===== src/rtl/color_region_tracker_if.sv =====
// -----------------------------------------------------------------------------
// color_region_tracker_if
// Pixel stream bundle feeding the colour region tracker.
//   pix_valid : x/y/eh_verde carry a pixel this cycle
//   x, y      : pixel column / row (10 bits each)
//   eh_verde  : pixel matches the tracked colour
// master drives the stream (video source), slave consumes it (tracker).
// -----------------------------------------------------------------------------
interface color_region_tracker_if;
    logic       pix_valid;
    logic [9:0] x;
    logic [9:0] y;
    logic       eh_verde;

    modport master (output pix_valid, x, y, eh_verde);
    modport slave  (input  pix_valid, x, y, eh_verde);
endinterface


===== src/rtl/color_region_tracker.sv =====
// -----------------------------------------------------------------------------
// color_region_tracker
// Counts colour-matching pixels in NUM_REGIONS equal-width vertical strips of
// each frame, then flags strips whose count exceeds a threshold and reports
// the strip with the highest count.
//
// Ports
//   clk          : single clock, rising edge
//   reset_n      : asynchronous active-low reset
//   enable       : low = synchronous clear back to IDLE
//   pix          : pixel stream (color_region_tracker_if.slave)
//   threshold    : detection limit, latched at frame start
//   region_hit   : per-strip detected flags, held until the next publish
//   best_region  : strip with the highest count (0 when best_valid is low)
//   best_valid   : at least one region_hit bit set
//   frame_done   : one-cycle pulse while freshly published outputs appear
//   overrun      : sticky, a frame start arrived while resolving/publishing
//
// Build option
//   COLOR_TRACKER_DEBOUNCE_EN : region_hit bits change only after two
//   consecutive frames agree; best_region/best_valid follow the debounced
//   flags.
// -----------------------------------------------------------------------------
module color_region_tracker #(
    parameter int WIDTH       = 640,
    parameter int HEIGHT      = 480,
    parameter int NUM_REGIONS = 4,
    parameter int CNT_W       = 16
) (
    input  logic                   clk,
    input  logic                   reset_n,
    input  logic                   enable,
    color_region_tracker_if.slave  pix,
    input  logic [CNT_W-1:0]       threshold,
    output logic [NUM_REGIONS-1:0] region_hit,
    output logic [2:0]             best_region,
    output logic                   best_valid,
    output logic                   frame_done,
    output logic                   overrun
);
    localparam int         SEG  = WIDTH / NUM_REGIONS;
    localparam logic [2:0] LAST = 3'(NUM_REGIONS - 1);

    typedef enum logic [1:0] {IDLE, ACCUM, RESOLVE, PUBLISH} state_t;
    state_t state, state_next;

    logic [CNT_W-1:0]       cnt [NUM_REGIONS];
    logic [CNT_W-1:0]       thr;
    logic [2:0]             ridx;
    logic [CNT_W-1:0]       max_cnt;
    logic [2:0]             best_idx;
    logic                   found;
    logic [NUM_REGIONS-1:0] flag_acc;
`ifdef COLOR_TRACKER_DEBOUNCE_EN
    logic [NUM_REGIONS-1:0] raw_acc;
    logic [NUM_REGIONS-1:0] prev_raw;
    logic [NUM_REGIONS-1:0] raw_nx;
    logic                   prev_b;
    logic                   held_b;
`endif

    logic                   frame_start;
    logic                   frame_end;
    logic [NUM_REGIONS-1:0] inc;
    logic [CNT_W-1:0]       cur;
    logic                   raw;
    logic                   flag;
    logic                   take;
    logic                   found_nx;
    logic [CNT_W-1:0]       max_nx;
    logic [2:0]             best_nx;
    logic [NUM_REGIONS-1:0] flag_nx;

    function automatic logic [CNT_W-1:0] sat_inc(input logic [CNT_W-1:0] v);
        return (&v) ? v : v + CNT_W'(1);
    endfunction

    assign frame_start = pix.pix_valid && (pix.x == 10'd0) && (pix.y == 10'd0);
    assign frame_end   = pix.pix_valid && (pix.x == 10'(WIDTH - 1)) &&
                         (pix.y == 10'(HEIGHT - 1));

    // One-hot strip select for the current matching pixel.
    always_comb begin
        inc = '0;
        for (int i = 0; i < NUM_REGIONS; i++) begin
            if (pix.pix_valid && pix.eh_verde && (int'(pix.x) < WIDTH) &&
                (int'(pix.x) / SEG == i))
                inc[i] = 1'b1;
        end
    end

    // Resolve step for strip ridx: threshold compare and running maximum.
    // Only flagged strips compete, so a strip without a flag never becomes best.
    always_comb begin
        cur     = '0;
        flag_nx = flag_acc;
`ifdef COLOR_TRACKER_DEBOUNCE_EN
        prev_b  = 1'b0;
        held_b  = 1'b0;
        raw_nx  = raw_acc;
`endif
        for (int i = 0; i < NUM_REGIONS; i++) begin
            if (ridx == 3'(i)) begin
                cur = cnt[i];
`ifdef COLOR_TRACKER_DEBOUNCE_EN
                prev_b = prev_raw[i];
                held_b = region_hit[i];
`endif
            end
        end
        raw = cur > thr;
`ifdef COLOR_TRACKER_DEBOUNCE_EN
        // Two agreeing frames move the flag; a disagreement holds it.
        flag = (raw == prev_b) ? raw : held_b;
`else
        flag = raw;
`endif
        take     = flag && (!found || (cur > max_cnt));
        found_nx = found || flag;
        max_nx   = take ? cur : max_cnt;
        best_nx  = take ? ridx : best_idx;
        for (int i = 0; i < NUM_REGIONS; i++) begin
            if (ridx == 3'(i)) begin
                flag_nx[i] = flag;
`ifdef COLOR_TRACKER_DEBOUNCE_EN
                raw_nx[i] = raw;
`endif
            end
        end
    end

    always_comb begin
        state_next = state;
        case (state)
            IDLE:    if (frame_start) state_next = ACCUM;
            ACCUM:   if (frame_end)   state_next = RESOLVE;
            RESOLVE: if (ridx == LAST) state_next = PUBLISH;
            PUBLISH: state_next = IDLE;
            default: state_next = IDLE;
        endcase
    end

    always_ff @(posedge clk or negedge reset_n) begin
        if (!reset_n) begin
            state       <= IDLE;
            for (int i = 0; i < NUM_REGIONS; i++) cnt[i] <= '0;
            thr         <= '0;
            ridx        <= '0;
            max_cnt     <= '0;
            best_idx    <= '0;
            found       <= 1'b0;
            flag_acc    <= '0;
            region_hit  <= '0;
            best_region <= '0;
            best_valid  <= 1'b0;
            frame_done  <= 1'b0;
            overrun     <= 1'b0;
`ifdef COLOR_TRACKER_DEBOUNCE_EN
            raw_acc     <= '0;
            prev_raw    <= '0;
`endif
        end else if (!enable) begin
            state       <= IDLE;
            for (int i = 0; i < NUM_REGIONS; i++) cnt[i] <= '0;
            thr         <= '0;
            ridx        <= '0;
            max_cnt     <= '0;
            best_idx    <= '0;
            found       <= 1'b0;
            flag_acc    <= '0;
            region_hit  <= '0;
            best_region <= '0;
            best_valid  <= 1'b0;
            frame_done  <= 1'b0;
            overrun     <= 1'b0;
`ifdef COLOR_TRACKER_DEBOUNCE_EN
            raw_acc     <= '0;
            prev_raw    <= '0;
`endif
        end else begin
            state      <= state_next;
            frame_done <= 1'b0;
            case (state)
                IDLE, ACCUM: begin
                    // A frame start (first or restart) clears and counts its own pixel.
                    if (frame_start) begin
                        thr <= threshold;
                        for (int i = 0; i < NUM_REGIONS; i++)
                            cnt[i] <= inc[i] ? CNT_W'(1) : '0;
                    end else if (state == ACCUM) begin
                        for (int i = 0; i < NUM_REGIONS; i++)
                            if (inc[i]) cnt[i] <= sat_inc(cnt[i]);
                    end
                    ridx     <= '0;
                    max_cnt  <= '0;
                    best_idx <= '0;
                    found    <= 1'b0;
                    flag_acc <= '0;
`ifdef COLOR_TRACKER_DEBOUNCE_EN
                    raw_acc  <= '0;
`endif
                end
                RESOLVE: begin
                    ridx     <= ridx + 3'd1;
                    max_cnt  <= max_nx;
                    best_idx <= best_nx;
                    found    <= found_nx;
                    flag_acc <= flag_nx;
`ifdef COLOR_TRACKER_DEBOUNCE_EN
                    raw_acc  <= raw_nx;
`endif
                    if (frame_start) overrun <= 1'b1;
                    // Results land together with the pulse in the PUBLISH cycle.
                    if (ridx == LAST) begin
                        region_hit  <= flag_nx;
                        best_valid  <= found_nx;
                        best_region <= found_nx ? best_nx : 3'd0;
                        frame_done  <= 1'b1;
`ifdef COLOR_TRACKER_DEBOUNCE_EN
                        prev_raw    <= raw_nx;
`endif
                    end
                end
                PUBLISH: begin
                    if (frame_start) overrun <= 1'b1;
                end
                default: ;
            endcase
        end
    end
endmodule


===== src/flat_wrapper.sv =====
// flat-port wrapper written by rule: the top's interface ports become plain ports
module color_region_tracker_flat 
#(
    parameter int WIDTH       = 640,
    parameter int HEIGHT      = 480,
    parameter int NUM_REGIONS = 4,
    parameter int CNT_W       = 16
)
  (clk, reset_n, enable, threshold, region_hit, best_region, best_valid, frame_done, overrun, pix_pix_valid, pix_x, pix_y, pix_eh_verde);
  color_region_tracker_if pix_i ();
  input  logic clk;
  input  logic reset_n;
  input  logic enable;
  input  logic [CNT_W-1:0] threshold;
  output logic [NUM_REGIONS-1:0] region_hit;
  output logic [2:0] best_region;
  output logic best_valid;
  output logic frame_done;
  output logic overrun;
  input wire logic [$bits(pix_i.pix_valid)-1:0] pix_pix_valid;
  input wire logic [$bits(pix_i.x)-1:0] pix_x;
  input wire logic [$bits(pix_i.y)-1:0] pix_y;
  input wire logic [$bits(pix_i.eh_verde)-1:0] pix_eh_verde;
  assign pix_i.pix_valid = pix_pix_valid;
  assign pix_i.x = pix_x;
  assign pix_i.y = pix_y;
  assign pix_i.eh_verde = pix_eh_verde;
  color_region_tracker #(.WIDTH(WIDTH), .HEIGHT(HEIGHT), .NUM_REGIONS(NUM_REGIONS), .CNT_W(CNT_W)) u_core (.clk(clk), .reset_n(reset_n), .enable(enable), .pix(pix_i), .threshold(threshold), .region_hit(region_hit), .best_region(best_region), .best_valid(best_valid), .frame_done(frame_done), .overrun(overrun));
endmodule

===== config.mk =====
export PLATFORM = sky130hd
export DESIGN_NAME = color_region_tracker_flat
export DESIGN_NICKNAME = d
export VERILOG_FILES = /design/src/rtl/color_region_tracker_if.sv /design/src/rtl/color_region_tracker.sv /design/src/flat_wrapper.sv
export SDC_FILE = /design/constraint.sdc
export NUM_CORES = 1
export LEC_CHECK = 0
export ABC_AREA = 1
export CAP_MARGIN = 20
export CORE_MARGIN = 4
export CORE_UTILIZATION = 30
export DETAILED_ROUTE_END_ITERATION = 10
export DONT_BUFFER_PORTS = 1
export PLACE_DENSITY_LB_ADDON = 0.05
export SLEW_MARGIN = 0
export SYNTH_ARGS = -nofsm -noshare
export SYNTH_HDL_FRONTEND = slang
export SYNTH_SLANG_ARGS = --single-unit

===== constraint.sdc =====
create_clock -name clk -period 5.1 [get_ports clk]
set_input_delay 0.765 -clock clk [delete_from_list [all_inputs] [get_ports clk]]
set_output_delay 0.765 -clock clk [all_outputs]
set_load 0.05 [all_outputs]

== Word level (Yosys, flattened, before mapping) ==
Cells that the tools add are included.
Word-level totals
  input bits: 41
  output and inout bits: 10
  flip-flop bits (word level): 119
  logic and storage cells: 153
Cells by class
  reductions and logical operators: 34
  mux-type cells: 64
  divide/modulo/power cells: 1
  add/subtract/negate cells: 5
  order comparisons: 3
  equality and inequality tests: 30
Operators by type and width (number)
  two-way mux 16 bit: 17
  two-way mux 64 bit: 4
  adder 16 x 1 -> 16 bit, second input constant: 4
  == test 32 x 3 -> 1 bit, second input constant: 2
  AND reduction 16 bit: 4
  divider 11 x 9 -> 32 bit, second input constant: 1
  == test 32 x 2 -> 1 bit, second input constant: 1
  > comparator 16 bit: 2
  zero test 32 bit: 1
  one-hot mux 16 bit (2 select lines): 1
  != test 3 x 2 -> 1 bit, second input constant: 8
  two-way mux 1 bit: 22
  two-way mux 3 bit: 7
  zero test 10 bit: 2
  != test 3 x 1 -> 1 bit, second input constant: 6
  two-way mux 4 bit: 4
  AND reduction 4 bit: 4
  one-hot mux 3 bit (2 select lines): 2
  logical AND 1 bit: 11
  == test 10 bit, second input constant: 1
  == test 10 x 9 -> 1 bit, second input constant: 1
  less-than comparator 10 bit, second input constant: 1
  two-way mux 2 bit: 4
  != test 2 x 1 -> 1 bit, second input constant: 4
  16 further kinds: 23

== Longest topological paths before layout ==
Gate-level depths: netlist of run 1.
  depth after elaboration: 13
  gate-level depth with buffers: 27
  depth with buffers taken out: 25

== Worst setup path after synthesis of run 1 ==
No wires, ideal clock.
  path type: register to register
  start: register u_core.ridx[0]
  end: register u_core.max_cnt[11]
  clock period less this slack: 3.060 ns
  library setup time: 0.117 ns
  path buffers: 3
  path slack: 2.040 ns
  stages on the path, launching flop included: 19
  arrival time: 2.943 ns
  cells stage by stage: dfrtp_1 > ha_1 > ha_1 > clkbuf_1 > inv_1 > clkbuf_1 > o211ai_1 > and2_1 > inv_1 > ha_1 > a21oi_1 > o21ai_0 > a21oi_1 > a21boi_4 > nand2_2 > nand2_2 > buf_4 > nand3_1 > nand2_1
On the way
  word-level cells in the longest chain between the ends: 10
  elaborated cells on any way between the ends: 17
  those cells by class: order compare: 2; eq/ne: 4; mux: 7; reduce/logical: 4
Ends and longest elaborated chain
  start: declaration: line color_region_tracker.sv:49  | logic [2:0] ridx;
  start signal: assignment: line color_region_tracker.sv:204  | ridx <= ridx + 3'd1;
  zero test 3 bit: line color_region_tracker.sv:103  | if (ridx == 3'(i)) begin
  two-way mux 16 bit (3 in series): line color_region_tracker.sv:103
  two-way mux 16 bit (*): line color_region_tracker.sv:103
  > comparator 16 bit: line color_region_tracker.sv:118  | take = flag && (!found || (cur > max_cnt));
  logical OR 1 bit: line color_region_tracker.sv:118
  logical AND 1 bit: line color_region_tracker.sv:118
  != test 3 x 2 -> 1 bit (no line)
  AND reduction 2 bit (no line)
  end signal: assignment: line color_region_tracker.sv:205  | max_cnt <= max_nx;
  end: declaration: line color_region_tracker.sv:50  | logic [CNT_W-1:0] max_cnt;
Every way passes the cells marked *; elsewhere a longest branch is shown, timed or not. The select of a mux whose other input is x is not followed.
A chain may end at the register's enable or synchronous reset.

== Final worst setup path of run 1 ==
  start: register u_core.ridx[2]
  end: register u_core.max_cnt[12]
The elaborated chain is that of the path after synthesis.

==> impl_metrics.yaml, run 1 <==
logic_synthesis:
  synthArstFlopShare_pct: 100.0
  synth_common_cells: "nand2_1 (330), inv_1 (135), nand3_1 (123)"
  synth_cell_types: 42
  synth_area_sq_um: 8423
  synth_seq_cells: 118
  syn_area_per_cell_sq_um: 7.175
  synth_edf_count: 0
  synthTopCellsByArea: "dfrtp_1 (35%), nand2_1 (15%), nand3_1 (7.3%)"
  syn_nets: 1262
  ys_seq_area_share_pct: 35.06
  yosysMostFrequentCell: "nand2_1"
  ys.flop_type: "dfrtp_1"
  yosysWarnings: 0
  syn_inst: 1174
  synth_top_area_share_pct: 35.06
  synth_top_area_cell: "dfrtp_1"
global_routing:
  grt_usage_pct: 18.23
  use_met2_pct: 29.72
  grt_first_pass_wirelength_mm: 44.08
  use_met1_pct: 24.20
  grt-busiest-layer: "met2"
  use_met3_pct: 3.702
  grt-ovfl-total: 0
  grt_pass1_vias: 7647
  grt_max_degree: 119
  antenna_found_initial: 0
clocking:
  clk_pin_slew_ns: 0.06
  cts_tree: "done"
  cts-root-buf: "clkbuf_16"
  cts.path.max_buffers: 2
  post_cts_buffers: 0
  cts_resized: 0
  worstSkewPairLatency_ns: 0.42
  cts_sinks: 118
  numCtsBuffers: 17
  ctsHtreeMaxLevel: 4
  ctsHoldBuffers: 0
outcome:
  status: "complete, no violations"
floorplanning:
  floorplan.initialDensity_pct: 30.40
  core-area_sq_um: 27710
  ios: 51
  die_h_um: 175.6
  std_cell_rows: 61
  die_w_um: 175.6
  die-area_sq_um: 30820
timing:
  maxSlewViolCount: 0
  period_needed_ns: 3.995
  hold_violations: 0
  rsz0062_at_grt: "false"
  setup_violations: 0
  max_freq_mhz: 250.3
  slew_headroom_pct: 34.54
  fin_worst_skew_ns: 0.01005
  final.setup.tns_ns: 0
  worst_slew_pin_slew_ns: 0.9808
  min_period_over_period_pct: 78.33
worst_setup_path:
  cp.required_ns: 5.41
  cp-start-kind: "register"
  crit_chain: "inv_1 > ha_1 > inv_1 > o211ai_1 > and2_1 > inv_1 > ha_1 > nand2_1 > nor3_1 > nand2_1 > nand2_1 > nand2_1 > nand2_1 > nand2_2 > nand2_2 > nand2_4 > nand2_1 > nand2_1"
  cp.arrival_ns: 4.30
  end_kind: "register"
  cp.buffers_inverters: 3
  crit_fanout: 22
  worstSetupPathType: "register to register"
  slowest_delay_ns: 0.49
  cp_top_family: "simple AND/OR/NAND/NOR gates"
  cpMaxStageDelayCell: "ha_1"
  crit_top_cell: "nand2_1"
placement:
  dp_hpwl_mm: 20.27
  place_area_sq_um: 8730
  dpl.cell_count: 1518
  gp_congestion: 0.8321
  port_buffers: 0
power_and_ir_drop:
  leakage_uw: 0.004326
  vdd_drop_max_uv: 197.1
  power.density_nw_per_um2: 340.2
detailed_routing:
  viasPerCell: 4.867
  ant_nets: 0
  first_pass_iters: 5
  drtIter0Drc: 520
  wire_per_inst_um: 17.65
  drt_drc_violations_left: 0
  via_count: 7544
  totalWireLength_mm: 27.36
layout:
  area_delta_synth_final_pct: 10.93
  final_area_sq_um: 9344
  drive_gt1_share_pct: 5.887
  fin_nets: 1247
  stdcell_count: 1550
  antennaDiodeCount: 0
hold_path:
  hold_path_class: "primary input to asynchronous set/reset pin"
run:
  cap_violations: 0
==> power breakdown <==
part           switching, uW  total, uW  internal, uW  leakage [uW]
clock                    495       1280           786      0.000293
sequential              63.3       1040           981       0.00164
combinational            602        853           251       0.00239
total                   1160       3180          2020       0.00433
==> routing by layer <==
layer / wire length (um) / up-vias
li1: - / 3837
met1: 12770 / 3547
met2: 12870 / 124
met3: 992 / 36
met4: 721 / 0
met5: 0 / -
==> layout make-up <==
cell class,count,area (sq um)
multi-input cells,876,4730
well taps,378,473.0
flip-flops and latches,118,2953
clock buffers,18,439.2
clock inverters,14,175.2
inverters,139,521.8
repair buffers,7,52.55
fillers,2965,18360
==> sequential cells by signal, summed over array words and instances (netlist names) <==
register and count:
u_core.best_idx 3, u_core.best_region 3, u_core.best_valid 1, u_core.cnt 64, u_core.flag_acc 3, u_core.found 1, u_core.frame_done 1, u_core.max_cnt 16
u_core.overrun 1, u_core.region_hit 4, u_core.ridx 3, u_core.state 2, u_core.thr 16
==> stage by stage <==
step | total power, uW | utilization, % | hold slack, ns | worst slack (ns)
after floorplan | 1703 | - | 0.4419 | 2.040
after global placement | 1929 | 31.51 | 0.4611 | 1.133
after detailed placement | 1923 | 31.51 | 0.4631 | 1.068
after CTS | 3233 | 33.73 | 0.01463 | 1.043
after global routing | 3385 | 33.73 | 0.007199 | 0.6669
final | 3179 | 33.73 | 0.03700 | 1.105
==> cell families after synthesis <==
group,after synthesis,share of synthesized area [%]
AO/OA/AOI/OAI,107,8.631
XOR/XNOR,42,4.367
adder cells (fa/ha/maj),47,6.982
buffers and inverters,180,8.853
flip-flops,118,35.06
AND/OR/NAND/NOR,680,36.11
==> path summary, 6_finish.rpt <==
check | startpoint | endpoint | slack, ns | cells after the start
setup / recovery | u_core.ridx[2]$_DFFE_PN0P_ | u_core.max_cnt[12]$_DFFE_PN0P_ | 1.11 | 18
hold / removal | reset_n | u_core.thr[10]$_DFFE_PN0P_ | 0.04 | 0
setup reg to reg | u_core.ridx[2]$_DFFE_PN0P_ | u_core.max_cnt[12]$_DFFE_PN0P_ | 1.11 | 18
hold reg to reg | u_core.max_cnt[10]$_DFFE_PN0P_ | u_core.max_cnt[10]$_DFFE_PN0P_ | 0.47 | 2
max in group asynchronous | reset_n | u_core.cnt[53]$_DFFE_PN0P_ | 4.82 | 0
min in group clk | u_core.max_cnt[10]$_DFFE_PN0P_ | u_core.max_cnt[10]$_DFFE_PN0P_ | 0.47 | 2
==> layout by cell type (no fill, tap or decap), types with 2 or more instances in the layout <==
master      count
buf_4           7
nand3_2         3
nor3_2          2
nand2_2         7
xor2_1         37
inv_1         135
nand3_1       123
clkbuf_16      17
o21ai_0        22
a21oi_1        18
clkinv_2        2
o22ai_1         3
bufinv_16       3
nor2_2          4
o21ai_1        10
clkinvlp_4      3
nand3b_1        4
nor3_1         62
clkinv_4        3
xnor2_1         5
nor2_1         90
a32o_1         16
nand2_4         8
inv_2           2
clkinv_1        2
nand4_1        19
dfrtp_1       118
o211ai_1       29
inv_6           3
nor4_1         11
ha_1           47
nand2_1       330
and2_1         15
No activity file was read; power rests on OpenSTA's default activity.
==> inputs of run 2 (changes only) <==
Clock period 5.1 ns to 4 ns, I/O delays scaled along.
==> run 2 against run 1 <==
Compared with the run above:
- total power up 30%
- critical path type unchanged
- sequential share of layout area down 0.38 points
- setup slack worse by 0.61 ns
- register-to-register slack worse by 0.61 ns
- sequential power up 28%
- worst hold slack better by 0.070 ns
- clock-buffer cell count down 1
- non-clock buffer count up 10
- maximum frequency up 14%
- first-iteration DRC count down 2.1%
==> impl_metrics.yaml, run 2 (same netlist as run 1, synthesis figures left out) <==
outcome:
  status: "complete, no violations"
worst_setup_path:
  worstSetupPathType: "register to register"
  crit_fanout: 16
  endpoint: "u_core.max_cnt[14]$_DFFE_PN0P_"
  cp.arrival_ns: 3.86
  reg2reg_to: "u_core.max_cnt[14]$_DFFE_PN0P_"
  reg2reg_slack_ns: 0.50
  r2r_cells: 19
  end_kind: "register"
  cp.required_ns: 4.36
  cp-startpoint: "u_core.ridx[0]$_DFFE_PN0P_"
  timing.rr.start: "u_core.ridx[0]$_DFFE_PN0P_"
  cp-start-kind: "register"
power_and_ir_drop:
  power.density_nw_per_um2: 437.5
  vdd_drop_max_uv: 232.0
  leakage_uw: 0.004398
timing:
  final.setup.tns_ns: 0
  slew_headroom_pct: 41.57
  setup_slack_ns: 0.5000
  fin_worst_skew_ns: 0.01465
  worst_slew_pin_slew_ns: 0.8755
  hold_violations: 0
  max_freq_mhz: 285.7
  setup_violations: 0
  rsz0062_at_grt: "false"
  hold_slack_ns: 0.1075
  min_period_over_period_pct: 87.50
  maxSlewViolCount: 0
  period_needed_ns: 3.500
clocking:
  clk_pin_slew_ns: 0.07
  ctsHtreeMaxLevel: 4
  cts_tree: "done"
  numCtsBuffers: 17
  cts-root-buf: "clkbuf_16"
  worstSkewPairLatency_ns: 0.43
  cts.path.max_buffers: 2
  cts_sinks: 118
placement:
  place_area_sq_um: 8810
  dp_hpwl_mm: 19.69
  gp_congestion: 0.7961
  place_ws_ns: 0.4383
  port_buffers: 0
global_routing:
  grt_max_degree: 119
  grt_usage_pct: 18.14
  antenna_found_initial: 0
  grt_first_pass_wirelength_mm: 44.43
  grt_pass1_vias: 7731
  grt-ovfl-total: 0
detailed_routing:
  wire_per_inst_um: 17.25
  totalWireLength_mm: 26.91
  drtIter0Drc: 509
  first_pass_iters: 6
  drt_drc_violations_left: 0
  viasPerCell: 4.856
  via_count: 7576
  ant_nets: 0
layout:
  final_area_sq_um: 9459
  final_cell_mix: "nand2_1 (330), inv_1 (135), nand3_1 (123), dfrtp_1 (118), nor2_1 (89)"
  regMostFlops: "u_core.cnt"
  fillers: 3050
  final_common_cell: "nand2_1"
  drive_gt1_share_pct: 6.768
  reg.largest.list: "u_core.cnt (64), u_core.max_cnt (16), u_core.thr (16)"
  antennaDiodeCount: 0
  fin_util_pct: 34.14
  area_delta_synth_final_pct: 12.30
  largest_register_ff_count: 64
  fin_nets: 1257
floorplanning:
  floorplan.initialDensity_pct: 30.40
  die_h_um: 175.6
  die_w_um: 175.6
  core-area_sq_um: 27710
  std_cell_rows: 61
  ios: 51
  die-area_sq_um: 30820
hold_path:
  hold_path_class: "primary input to asynchronous set/reset pin"
run:
  cap_violations: 0
run 2: worst min-delay path by stage:
stage | startpoint | to | slack (ns)
floorplan | reset_n | u_core.best_idx[0]$_DFFE_PN0P_ | 0.30
global placement | reset_n | u_core.thr[9]$_DFFE_PN0P_ | 0.31
detailed placement | reset_n | u_core.thr[9]$_DFFE_PN0P_ | 0.31
CTS | reset_n | u_core.thr[10]$_DFFE_PN0P_ | 0.18
global route | reset_n | u_core.thr[10]$_DFFE_PN0P_ | 0.18
finish | reset_n | u_core.thr[10]$_DFFE_PN0P_ | 0.11
run 2: metal layers:
| metal | vias to the layer above | track usage, % | share of wire, % |
|---|---|---|---|
| met2 | 97 | 30.35 | 49 |
| li1 | 3866 | - | - |
| met1 | 3582 | 24.69 | 47 |
| met5 | - | 0 | 0 |
| met4 | 0 | 4.711 | 1.6 |
| met3 | 31 | 2.669 | 2.2 |
run 2: layout make-up:
class	instances	area, sq um	area share, %
clock inverters	15	193.9	2.050
inverters	139	521.8	5.516
clock buffers	17	425.4	4.497
repair buffers	17	160.2	1.693
multi-input cells	876	4732	50.03
well taps	378	473.0	5.000
flip-flops and latches	118	2953	31.22
run 2: report_power, final:
part / internal [uW] / leakage, uW / switching (uW)
Combinational: 347 / 0.00245 / 811
Sequential: 1250 / 0.00164 / 79.0
Clock: 998 / 0.000305 / 652
run 2: through the flow:
stage	cells	power [uW]
after floorplan	1174	2172
after global placement	1527	2508
after detailed placement	1527	2502
after CTS	1560	4216
after global routing	1560	4413
final	1560	4139
run 2: what timing repair did:
item                       4_1_cts  5_1_grt
setup endpoints to repair        0        8
gates resized for setup          0        1
hold endpoints to repair       118        0
setup buffers                    0        0
hold buffers                     1        0
run 2: critical path: stages, from the launching register on:
cell and delay [ns]:
dfrtp_1 0.41, inv_1 0.11, ha_1 0.21, inv_1 0.09, nor2_2 0.04, nand2_1 0.31
o211ai_1 0.14, o211ai_1 0.11, and2_1 0.22, inv_1 0.10, ha_1 0.29, nand2_1 0.08
nor3_1 0.25, nand2_1 0.15, a21boi_4 0.28, nand2_2 0.13, nand2_2 0.10, buf_4 0.24
nand3_1 0.10, nand2_1 0.08
==> inputs of run 3 (changes only) <==
Settings changed: GPL_ROUTABILITY_DRIVEN set to 1.
==> results of run 3 <==
Same layout as run 2: the final DEF is identical, and so are final timing and power.
